$ cat src/rtl/adc_src_mux_pkg.sv
// Shared constants, write-bus register map and defaults for adc_src_mux.
// Arbitration style is selected by SRC_RR_ARB_EN (round-robin) vs fixed priority.
package adc_src_mux_pkg;

  localparam int W_SRC_DEF     = 5;
  localparam int N_SRC_DEF     = 8;
  localparam int W_DATA_DEF    = 18;
  localparam int W_WR_ADDR_DEF = 16;
  localparam int W_WR_CHAN_DEF = 16;
  localparam int W_WR_DATA_DEF = 48;

  localparam int SRC_EN_ADDR  = 'h0010;
  localparam int OVR_CLR_ADDR = 'h0011;

  typedef enum logic [1:0] {
    WR_NOP,
    WR_SRC_EN,
    WR_OVR_CLR
  } wr_op_e;

  // All-ones source index marks "no word"; never assigned to a real source.
  function automatic int null_src(input int w_src);
    return (1 << w_src) - 1;
  endfunction

  function automatic wr_op_e decode_wr(input logic en, input int addr);
    if (!en)                    return WR_NOP;
    else if (addr == SRC_EN_ADDR)  return WR_SRC_EN;
    else if (addr == OVR_CLR_ADDR) return WR_OVR_CLR;
    else                        return WR_NOP;
  endfunction

endpackage

$ cat src/rtl/adc_src_mux_src_arbiter.sv
// Combinational single-grant arbiter over the pending vector.
// SRC_RR_ARB_EN defined: round-robin with a local last-grant pointer; otherwise lowest index wins.
module src_arbiter
  import adc_src_mux_pkg::*;
#(
  parameter int N_SRC = N_SRC_DEF,
  parameter int W_SRC = W_SRC_DEF
) (
`ifdef SRC_RR_ARB_EN
  input  logic             clk,
  input  logic             srst,
`endif
  input  logic [N_SRC-1:0] pend,
  output logic [N_SRC-1:0] grant,
  output logic [W_SRC-1:0] grant_idx,
  output logic             grant_vld
);

`ifdef SRC_RR_ARB_EN
  localparam int W_IDX = (N_SRC > 1) ? $clog2(N_SRC) : 1;

  logic [W_SRC-1:0] ptr_reg;

  always_comb begin
    int cand;
    logic [W_IDX-1:0] cand_idx;
    grant     = '0;
    grant_idx = '0;
    grant_vld = 1'b0;
    cand      = 0;
    cand_idx  = '0;
    // Search begins just after the last granted source and wraps once.
    for (int i = 1; i <= N_SRC; i++) begin
      cand = int'(ptr_reg) + i;
      if (cand >= N_SRC) cand = cand - N_SRC;
      cand_idx = W_IDX'(cand);
      if (!grant_vld && pend[cand_idx]) begin
        grant[cand_idx] = 1'b1;
        grant_idx       = W_SRC'(cand);
        grant_vld       = 1'b1;
      end
    end
  end

  always_ff @(posedge clk) begin
    if (srst)           ptr_reg <= W_SRC'(N_SRC - 1);
    else if (grant_vld) ptr_reg <= grant_idx;
  end
`else
  always_comb begin
    grant     = '0;
    grant_idx = '0;
    grant_vld = 1'b0;
    // Descending scan so the lowest pending index is the one left standing.
    for (int i = N_SRC - 1; i >= 0; i--) begin
      if (pend[i]) begin
        grant     = '0;
        grant[i]  = 1'b1;
        grant_idx = W_SRC'(i);
        grant_vld = 1'b1;
      end
    end
  end
`endif

endmodule

$ cat src/rtl/adc_src_mux.sv
// Serializes per-source ADC samples into one {source, data} word per clock, with enables and sticky overruns.
// Arbitration: SRC_RR_ARB_EN defined selects round-robin, otherwise fixed lowest-index priority.
module adc_src_mux
  import adc_src_mux_pkg::*;
#(
  parameter int W_SRC     = W_SRC_DEF,
  parameter int N_SRC     = N_SRC_DEF,
  parameter int W_DATA    = W_DATA_DEF,
  parameter int W_WR_ADDR = W_WR_ADDR_DEF,
  parameter int W_WR_CHAN = W_WR_CHAN_DEF,
  parameter int W_WR_DATA = W_WR_DATA_DEF
) (
  input  logic                    clk_in,
  input  logic                    rst_in,
  input  logic [N_SRC-1:0]        adc_dv_in,
  input  logic [N_SRC*W_DATA-1:0] adc_data_in,
  input  logic                    wr_en,
  input  logic [W_WR_ADDR-1:0]    wr_addr,
  input  logic [W_WR_CHAN-1:0]    wr_chan,
  input  logic [W_WR_DATA-1:0]    wr_data,
  output logic                    dv_out,
  output logic [W_SRC-1:0]        src_out,
  output logic [W_DATA-1:0]       data_out,
  output logic [N_SRC-1:0]        ovr_out
);

  localparam logic [W_SRC-1:0] NULL_SRC = W_SRC'(null_src(W_SRC));

  logic [N_SRC-1:0]             src_en_reg, src_en_next;
  logic [N_SRC-1:0]             pend_reg, pend_next;
  logic [N_SRC-1:0]             ovr_reg, ovr_next;
  logic [N_SRC-1:0]             arrive, chan_hit;
  logic [N_SRC-1:0][W_DATA-1:0] pend_data_reg;

  logic [N_SRC-1:0]  grant;
  logic [W_SRC-1:0]  grant_idx;
  logic              grant_vld;
  logic [W_DATA-1:0] grant_data;

  logic              dv_reg;
  logic [W_SRC-1:0]  src_reg;
  logic [W_DATA-1:0] data_reg;

  wr_op_e wr_op;
  logic   unused_wr_data;

  assign wr_op          = decode_wr(wr_en, int'(wr_addr));
  assign unused_wr_data = ^wr_data[W_WR_DATA-1:1];

  src_arbiter #(
    .N_SRC (N_SRC),
    .W_SRC (W_SRC)
  ) u_arb (
`ifdef SRC_RR_ARB_EN
    .clk       (clk_in),
    .srst      (rst_in),
`endif
    .pend      (pend_reg),
    .grant     (grant),
    .grant_idx (grant_idx),
    .grant_vld (grant_vld)
  );

  genvar gi;
  generate
    for (gi = 0; gi < N_SRC; gi++) begin : g_src
      assign arrive[gi]      = adc_dv_in[gi] & src_en_reg[gi];
      assign chan_hit[gi]    = (wr_chan == W_WR_CHAN'(gi));
      assign src_en_next[gi] = (wr_op == WR_SRC_EN && chan_hit[gi]) ? wr_data[0] : src_en_reg[gi];
      // Disabling a source discards whatever it had pending; a fresh arrival re-arms even if granted.
      assign pend_next[gi]   = (wr_op == WR_SRC_EN && chan_hit[gi] && !wr_data[0]) ? 1'b0 :
                               arrive[gi] ? 1'b1 :
                               grant[gi]  ? 1'b0 : pend_reg[gi];
      // Overrun set takes precedence over a same-edge clear.
      assign ovr_next[gi]    = (arrive[gi] & pend_reg[gi] & ~grant[gi]) |
                               (ovr_reg[gi] & ~(wr_op == WR_OVR_CLR && chan_hit[gi]));
    end
  endgenerate

  always_comb begin
    grant_data = '0;
    for (int k = 0; k < N_SRC; k++) begin
      if (grant[k]) grant_data = grant_data | pend_data_reg[k];
    end
  end

  always_ff @(posedge clk_in) begin
    if (rst_in) begin
      src_en_reg <= '0;
      pend_reg   <= '0;
      ovr_reg    <= '0;
      dv_reg     <= 1'b0;
      src_reg    <= NULL_SRC;
      data_reg   <= '0;
    end else begin
      src_en_reg <= src_en_next;
      pend_reg   <= pend_next;
      ovr_reg    <= ovr_next;
      dv_reg     <= grant_vld;
      if (grant_vld) begin
        src_reg  <= grant_idx;
        data_reg <= grant_data;
      end
    end
  end

  // Sample storage needs no reset: it is only read while its pend bit is set.
  always_ff @(posedge clk_in) begin
    for (int k = 0; k < N_SRC; k++) begin
      if (arrive[k]) pend_data_reg[k] <= adc_data_in[k*W_DATA +: W_DATA];
    end
  end

  assign dv_out   = dv_reg;
  assign src_out  = src_reg;
  assign data_out = data_reg;
  assign ovr_out  = ovr_reg;

endmodule

$ cat config.mk
export PLATFORM = sky130hd
export DESIGN_NAME = adc_src_mux
export DESIGN_NICKNAME = d
export VERILOG_FILES = /design/src/rtl/adc_src_mux_pkg.sv /design/src/rtl/adc_src_mux_src_arbiter.sv /design/src/rtl/adc_src_mux.sv
export SDC_FILE = /design/constraint.sdc
export NUM_CORES = 1
export LEC_CHECK = 0
export ABC_AREA = 1
export BUFFER_PORTS_ARGS = -buffer_cell sky130_fd_sc_hd__clkbuf_2
export CAP_MARGIN = 10
export CORE_ASPECT_RATIO = 1.2
export CORE_UTILIZATION = 50
export CTS_CLUSTER_DIAMETER = 80
export CTS_CLUSTER_SIZE = 25
export DETAILED_ROUTE_END_ITERATION = 8
export PLACE_DENSITY = 0.9
export SLEW_MARGIN = 10
export SYNTH_ARGS = -nofsm -noshare
export SYNTH_HDL_FRONTEND = slang
export SYNTH_SLANG_ARGS = --single-unit
export TNS_END_PERCENT = 30
$ cat constraint.sdc
create_clock -name clk_in -period 1.8 [get_ports clk_in]
set_input_delay 0.27 -clock clk_in [delete_from_list [all_inputs] [get_ports clk_in]]
set_output_delay 0.27 -clock clk_in [all_outputs]
set_load 0.03 [all_outputs]
==> run summary, run 1 <==
In this run the horizontal extent of the chip is 115 um. In the post-synthesis netlist, the biggest area contributors are sky130_fd_sc_hd__edfxtp_1 (56%), sky130_fd_sc_hd__dfxtp_1 (12%), sky130_fd_sc_hd__nand2_1 (10%). The placeable core area came out at 0.0150 mm^2. The vertical die dimension is 138 um, and the maximum vdd ir drop is 0.000572 V. The placer's final routability congestion estimate is 0.878. Worst-path cell with the longest stage delay: sky130_fd_sc_hd__dfxtp_1.

The clock input transition at the sequential cells of the worst setup and hold paths came out at 0.07 ns. The number of clock sinks was 191; the depth of the most critical reg-to-reg path was 7. The clock skew after layout was 0.0132 ns. The register with the most flip-flops in the layout has 144 of them. Subtracting the final worst setup slack from the clock period gives 1.65 ns. After detailed routing, the average wire length per cell comes to 16.5 um. The power per cell area was 896 mW/mm^2; the number of nets in the synthesized netlist was 980. The fraction of the yosys area taken by sequential cells was 0.681; the depth of the worst hold-timing path was 1. The initialized floorplan defines 49 standard-cell rows. The clock insertion delay at the later pin of the skew report was 0.43 ns; the transition at the pin with the smallest max-transition slack was 0.472 ns. Source of the worst register-to-register timing path: pend_reg[0]. The initial cell density of the core is 0.514, and the share of async-settable or async-resettable flops after synthesis is 0.

The clock passes through at most 2 buffers. The tools report the sum of overflow across all layers after global routing as 0. For the minimum setup slack in the final design, the log shows 0.149 ns.

The area growth from synthesis to layout was 25.8%; the DRC violation total after the first TritonRoute iteration was 473. The xor/xnor cell area share of the yosys netlist is 0, and the total number of nets in the final design is 1219. The antenna diode count is 0, and the number of different library cells in the post-synthesis netlist is 23.

Traced cell by cell, the critical path runs through nor2_8 -> nand2_8 -> nor2_4 -> nand2_1 -> nand2_1 -> nor2_1 -> a21oi_2. The number of global-route vias before repair was 6056. In this run the worst hold path is classified as input port to register.

The floorplan step defined a die boundary enclosing 0.0160 mm^2. For the worst slew slack as a fraction of its limit, the log shows 0.684. Setup repair after global routing left no endpoint under its margin. The run gives 745 as the number of standard cells after synthesis. By instance count, the leading cell after synthesis is sky130_fd_sc_hd__nand2_1. The setup slack at placement is 0.180 ns.

The count of flip-flops with a built-in enable after synthesis was 144; the ratio of cells with drive above 1 in the final layout was 0.289. The overall routing resource usage was 0.254; the static leakage power was 4.12 nW. Setup total negative slack on the finished layout was measured at 0 ns. Startpoint of the worst hold path: adc_data_in[52]. Input and output buffers added on the ports amount to 219. The run gives 0 as the total count of hold-check failures in the final report.

By area, the combinational part of the netlist is dominated by simple AND/OR/NAND/NOR gates. The via density per instance is 5.12, and the post-synthesis share of cell area spent on full adders, half adders and majority gates is 0. Counting stages on the worst path, the most repeated cell is sky130_fd_sc_hd__nand2_1.

Most used flip-flop cell after synthesis: sky130_fd_sc_hd__edfxtp_1. Entering global routing, the biggest net connects 21 pins. Yosys printed 0 warnings. After detailed routing, the number of remaining DRC violations is 0. The number of register bits inferred by synthesis is 191. The cell type with the largest total area after synthesis was sky130_fd_sc_hd__edfxtp_1. The final setup violation count was 0. The worst setup path is captured at a register. The final critical-path share of the clock period was 0.917. The detail route stage leaves a number of antenna-violating nets equal to 0. The tree is rooted in a sky130_fd_sc_hd__clkbuf_16.

The count of maximum capacitance violations is 0, and the H-tree depth reported by CTS is 4. The critical path in this run is classified as register to register. The run gives 29800 um as the first-pass GRT wire length. TritonCTS built the clock tree. The fraction of the mapped netlist area in compound gates works out to 0.0309.

Summing every instance area after synthesis gives 0.00773 mm^2. At the worst endpoint, the required time is 2.16 ns. Tracing the worst setup path back leads to its startpoint at pend_reg[0]. In the synthesized netlist, the cells that appear most often are sky130_fd_sc_hd__nand2_1 (206), sky130_fd_sc_hd__edfxtp_1 (144), sky130_fd_sc_hd__nor2_1 (125), sky130_fd_sc_hd__nand3_1 (63), sky130_fd_sc_hd__inv_1 (49). The achievable clock frequency is 0.606 GHz, and the area share of the largest cell type after synthesis is 0.560. The run gives 0 as the number of pins exceeding their max-slew limit in the final report. The first detailed-routing pass took 5 iterations. The wire-length estimate of the detail-placed layout is 14800 um.

Data on the critical path arrives at its endpoint at 2.01 ns. Of all nets on the critical path, the largest fanout is 14. After synthesis, the mean cell area works out to 10.4 um^2. The flow ran to the end, and the final reports show no timing, DRC or antenna violations. In this run, CTS created clock tree buffers numbering 17. The share of synthesized area spent on multiplexers is 0. The post-synthesis simple-gate area fraction is 0.245, and the number of I/O pins is 267. The number of antenna violations at the first check in global routing is 0, and the via total after detailed routing is 6149. For this run, the slowest stage of the critical path takes 0.41 ns.

The critical path launch point type was a register. The final layout contains routed wiring with a total length of 19800 um.
## worst max-delay path: cells and delay by family, from the launching register on
kind | cells | cell delay, ns
simple gates | 6 | 1.03
compound gates | 1 | 0.12
flops | 1 | 0.41
## worst paths after layout
| kind | to | slack, ns |
|---|---|---|
| max | data_out[5] | 0.15 |
| min reg2reg | ovr_out[0] | 0.44 |
| min | pend_data_reg[52] | 0.01 |
| max reg2reg | data_out[5] | 0.15 |
## area by class of cell
type                    instances  area (um^2)
fillers                      1146         5300
flip-flops and latches        191         5270
multi-input cells             480         2130
repair buffers                242         1300
clock buffers                  17          425
well taps                     204          255
inverters                      52          195
clock inverters                14          154
## per-layer routing
metal	track usage	vias to the layer above	share of wire
met5	0	-	0
met4	0.151	0	0.043
met2	0.428	290	0.51
met3	0.0416	62	0.062
met1	0.303	2831	0.39
li1	-	2966	-
## layout by cell type, fill, tap and decap left out, types with 2 or more instances in the layout
cell type	Yosys	final
sky130_fd_sc_hd__clkbuf_2	0	219
sky130_fd_sc_hd__nand2_1	206	206
sky130_fd_sc_hd__edfxtp_1	144	144
sky130_fd_sc_hd__nor2_1	125	125
sky130_fd_sc_hd__nand3_1	63	63
sky130_fd_sc_hd__inv_1	49	49
sky130_fd_sc_hd__dfxtp_1	47	46
sky130_fd_sc_hd__a21oi_1	27	27
sky130_fd_sc_hd__buf_4	7	20
sky130_fd_sc_hd__nand4_1	18	18
sky130_fd_sc_hd__clkbuf_16	0	17
sky130_fd_sc_hd__o21ai_0	14	14
sky130_fd_sc_hd__inv_6	0	6
sky130_fd_sc_hd__nor2_4	5	5
sky130_fd_sc_hd__o21ai_1	5	5
sky130_fd_sc_hd__nand3b_1	5	5
sky130_fd_sc_hd__nor3b_1	4	4
sky130_fd_sc_hd__nor2_2	3	3
sky130_fd_sc_hd__nor2_8	3	3
sky130_fd_sc_hd__inv_2	3	3
sky130_fd_sc_hd__bufinv_16	0	2
sky130_fd_sc_hd__buf_12	0	2
## per-stage QoR
stage / utilization / hold slack (ns) / power [mW] / instance area (um^2) / cells
final: 0.647 / 0.0102 / 8.71 / 9720 / 1200
after global routing: 0.647 / 0.000117 / 8.92 / 9720 / 1200
after CTS: 0.645 / 0.000611 / 8.74 / 9690 / 1198
after detailed placement: 0.607 / 0.436 / 5.10 / 9110 / 1167
after global placement: 0.607 / 0.434 / 5.09 / 9110 / 1167
after floorplan: - / 0.369 / 4.87 / 7730 / 745
## timing repair
action                                  4_1_cts  5_1_grt
endpoints found under the hold margin         0        1
endpoints found under the setup margin        0        4
hold buffers                                  0        1
resized for setup                             0        1
buffers inserted                              0        1
## cell families (layout without fill, tap and decap cells)
logic type             after synthesis  count (layout)
AND/OR/NAND/NOR                    433             433
AO/OA/AOI/OAI                       47              47
flip-flops                         191             191
buffers and inverters               74             325
## power by group
part | leakage, nW | internal, mW | switching [mW]
clock network | 0.281 | 2.06 | 1.64
logic | 2.17 | 0.161 | 0.123
registers | 1.67 | 4.72 | 0.000000000487
No activity file was read; power rests on OpenSTA's default activity.
==> run 2, diff against run 1 <==
--- a/config.mk
+++ b/config.mk
@@ -13,6 +13,7 @@
 export CTS_CLUSTER_DIAMETER = 80
 export CTS_CLUSTER_SIZE = 25
 export DETAILED_ROUTE_END_ITERATION = 8
+export GPL_TIMING_DRIVEN = 0
 export PLACE_DENSITY = 0.9
 export SLEW_MARGIN = 10
 export SYNTH_ARGS = -nofsm -noshare
==> run 2 against run 1 <==
Against the previous run:
- fmax is 3.2% lower
- utilization rose by 0.48 points
- largest power group unchanged
- combinational power increased by 8.1%
- critical endpoint is now data_out[12]
==> run summary, run 2 (same netlist as run 1, synthesis figures left out) <==
The flow ran to the end, and the final reports show no timing, DRC or antenna violations. TritonCTS built the clock tree. The tools report the total clock buffers created by CTS as 17 (unchanged).

The depth of the worst hold-timing path was 1 (unchanged); the placeable core area was 0.0150 mm^2 (unchanged). Overall routing resource usage: 0.265 (+0.0106). First-pass GRT wire length: 30800 um (+3.4%). Via total after detailed routing: 6233 (+1.4%). The final setup violation count came out at 0 (unchanged). The number of detailed-routing iterations run before antenna repair is 6 (+1).

Setup repair after global routing could not meet its margin everywhere. The placer's final routability congestion estimate was 0.879 (+0.17%). The run gives 0 (unchanged) as the sum of overflow across all layers after global routing.

The area enclosed by the die boundary came out at 0.0160 mm^2 (unchanged). The count of filler cells inserted in the layout is 1125 (-1.8%). For the clock skew after layout, the log shows 0.00833 ns (-0.00492 ns). The tools report the number of I/O pins as 267 (unchanged).

The number of antenna violations at the first check in global routing was 0 (unchanged). The tools report the count of maximum capacitance violations as 0 (unchanged). The tools report the DRC violation total after the first TritonRoute iteration as 526 (+11%). STA classifies the critical path startpoint as a register. The tools report the number of pins exceeding their max-slew limit in the final report as 0 (unchanged).

The tools report the H-tree depth reported by CTS as 4 (unchanged). Worst slew slack as a fraction of its limit: 0.395 (-0.289). The half-perimeter wire length of the detailed placement result came out at 15200 um (+2.7%). The final critical-path share of the clock period was 0.948 (+0.0303). The clock input transition at the sequential cells of the worst setup and hold paths came out at 0.07 ns (about the same).

In this run the worst hold path is classified as input port to register. Total of buffers placed on input and output ports: 219 (unchanged). The category of the most critical setup path is register to register.

The cell count after placement came out at 1168 (+0.086%). The via density per instance was 5.14 (+0.28%). The cell sitting at the root of the clock tree is a sky130_fd_sc_hd__clkbuf_16. The total count of hold-check failures in the final report is 0 (unchanged), and the worst-case register-to-register setup slack is 0.09 ns (-0.05 ns). In the layout the commonest cells are sky130_fd_sc_hd__clkbuf_2 (219), sky130_fd_sc_hd__nand2_1 (206), sky130_fd_sc_hd__edfxtp_1 (144).

DRC violation count after routing: 0 (unchanged). The area growth from synthesis to layout is 26.8%, and the filler-free cell count of the finished design is 1213 (+1.1%). The transition at the pin with the smallest max-transition slack is 0.906 ns (+0.435 ns), and the number of global-route vias before repair is 6159 (+1.7%). The ratio of cells with drive above 1 in the final layout was 0.279 (-0.00967); the minimum clock period after layout was 1.71 ns (+0.0546 ns). The tools report the total chip power as 8.67 mW (-0.43%). The clock insertion delay at the later pin of the skew report was 0.43 ns (about the same); the final routed wire length divided by cell count was 17.1 um (+3.6%). The flip-flop and latch area is 0.00527 mm^2 (about the same). The tools report the static leakage power as 4.14 nW (+0.47%). The achievable clock frequency was 0.586 GHz (-3.2%); the antenna diode count was 0 (unchanged). Area of combinational cells with multiple inputs: 0.00214 mm^2 (+0.35%).

The depth of the most critical reg-to-reg path came out at 6 (-1). The maximum number of pins on one net before global-route repair came out at 21 (unchanged). The power per cell area was 885 mW/mm^2 (-1.2%). Flip-flop count of the largest register, all copies and words added: 144 (unchanged). The library cell used most frequently in the layout, excluding fill and tap cells, is sky130_fd_sc_hd__clkbuf_2.

The final routed wirelength across all metal layers is 20700 um (+4.7%), and the number of clock sinks is 191 (unchanged). The maximum vdd ir drop was 0.000702 V (+23%); the width of the chip was 115 um (unchanged). The number of nets with antenna violations after detailed routing was 0 (unchanged).

The initial cell density of the core is 0.514 (unchanged). The tools report the area of all placed cells without fillers as 0.00980 mm^2 (+0.75%). The placed instance area was 0.00908 mm^2 (-0.38%). The row count is 49 (unchanged), and the maximum fanout count along the critical path is 10 (-4). The total number of nets in the final design was 1232 (+1.1%). The tools report the critical path data arrival time as 2.07 ns (+0.06 ns). The kind of end point of the critical path is a register. The vertical die dimension is 138 um (unchanged). The worst path required time is 2.16 ns (about the same), and the maximum root-to-sink buffer count is 2 (unchanged).
[run 2: changes by cell type in the layout (fill, tap and decap cells not counted), moves of 2 or more]
cell                            previous run  this run
sky130_fd_sc_hd__buf_1                     0         2
sky130_fd_sc_hd__buf_12                    2         0
sky130_fd_sc_hd__buf_2                     0         9
sky130_fd_sc_hd__buf_4                    20         6
sky130_fd_sc_hd__buf_6                     0         3
sky130_fd_sc_hd__clkbuf_1                  0         3
sky130_fd_sc_hd__clkinv_4                  1         3
sky130_fd_sc_hd__dlygate4sd3_1             1        14
sky130_fd_sc_hd__inv_6                     6         3
[run 2: what timing repair did]
item,in CTS,in global routing
setup buffers,0,0
gates resized for setup,0,3
endpoints found under the hold margin,3,11
hold buffers,3,11
setup endpoints to repair,0,9
[run 2: through the flow]
step | setup TNS [ns] | hold WS, ns | util | worst slack [ns]
after global routing | -0.00227 | -0.000630 | 0.652 | -0.00227
after global placement | 0 | 0.428 | 0.604 | 0.136
after detailed placement | 0 | 0.431 | 0.604 | 0.0878
after CTS | 0 | 0.0000221 | 0.644 | 0.0545
final | 0 | 0.0103 | 0.652 | 0.0943
after floorplan | 0 | 0.369 | - | 0.406
[run 2: area by class of cell]
type / instances / share of cell area
flip-flops and latches: 191 / 0.537
multi-input cells: 480 / 0.218
repair buffers: 233 / 0.126
clock buffers: 18 / 0.0438
well taps: 204 / 0.0261
inverters: 52 / 0.0199
plain buffers: 22 / 0.0142
clock inverters: 13 / 0.0140
[run 2: path summary, 6_finish.rpt]
path,from,end
worst max-delay path,pend_reg[0],data_out[12]
worst min-delay path,adc_data_in[15],pend_data_reg[15]
worst max register to register,pend_reg[0],data_out[12]
worst min register to register,ovr_out[0],ovr_out[0]
[run 2: worst max-delay path, cell delays in order (launching register included)]
cell and delay (ns):
sky130_fd_sc_hd__dfxtp_1 0.51, sky130_fd_sc_hd__buf_2 0.29, sky130_fd_sc_hd__buf_2 0.31, sky130_fd_sc_hd__nand2_1 0.11
sky130_fd_sc_hd__nand4_1 0.18, sky130_fd_sc_hd__nor2_1 0.08, sky130_fd_sc_hd__a21oi_1 0.15
[run 2: per-layer routing]
| layer | wire (um) | vias to the layer above | track usage | part of all wire |
|---|---|---|---|---|
| met5 | 0 | - | 0 | 0 |
| met4 | 1120 | 0 | 0.163 | 0.054 |
| met3 | 1300 | 82 | 0.0434 | 0.063 |
| met2 | 10500 | 316 | 0.449 | 0.51 |
| met1 | 7790 | 2836 | 0.311 | 0.38 |
| li1 | - | 2999 | - | - |
[run 2: power by group]
group,internal [mW],switching (mW),leakage [nW],total [mW]
Sequential,4.72,0.000000000521,1.67,4.72
Combinational,0.178,0.129,2.20,0.307
Clock,2.04,1.60,0.276,3.64
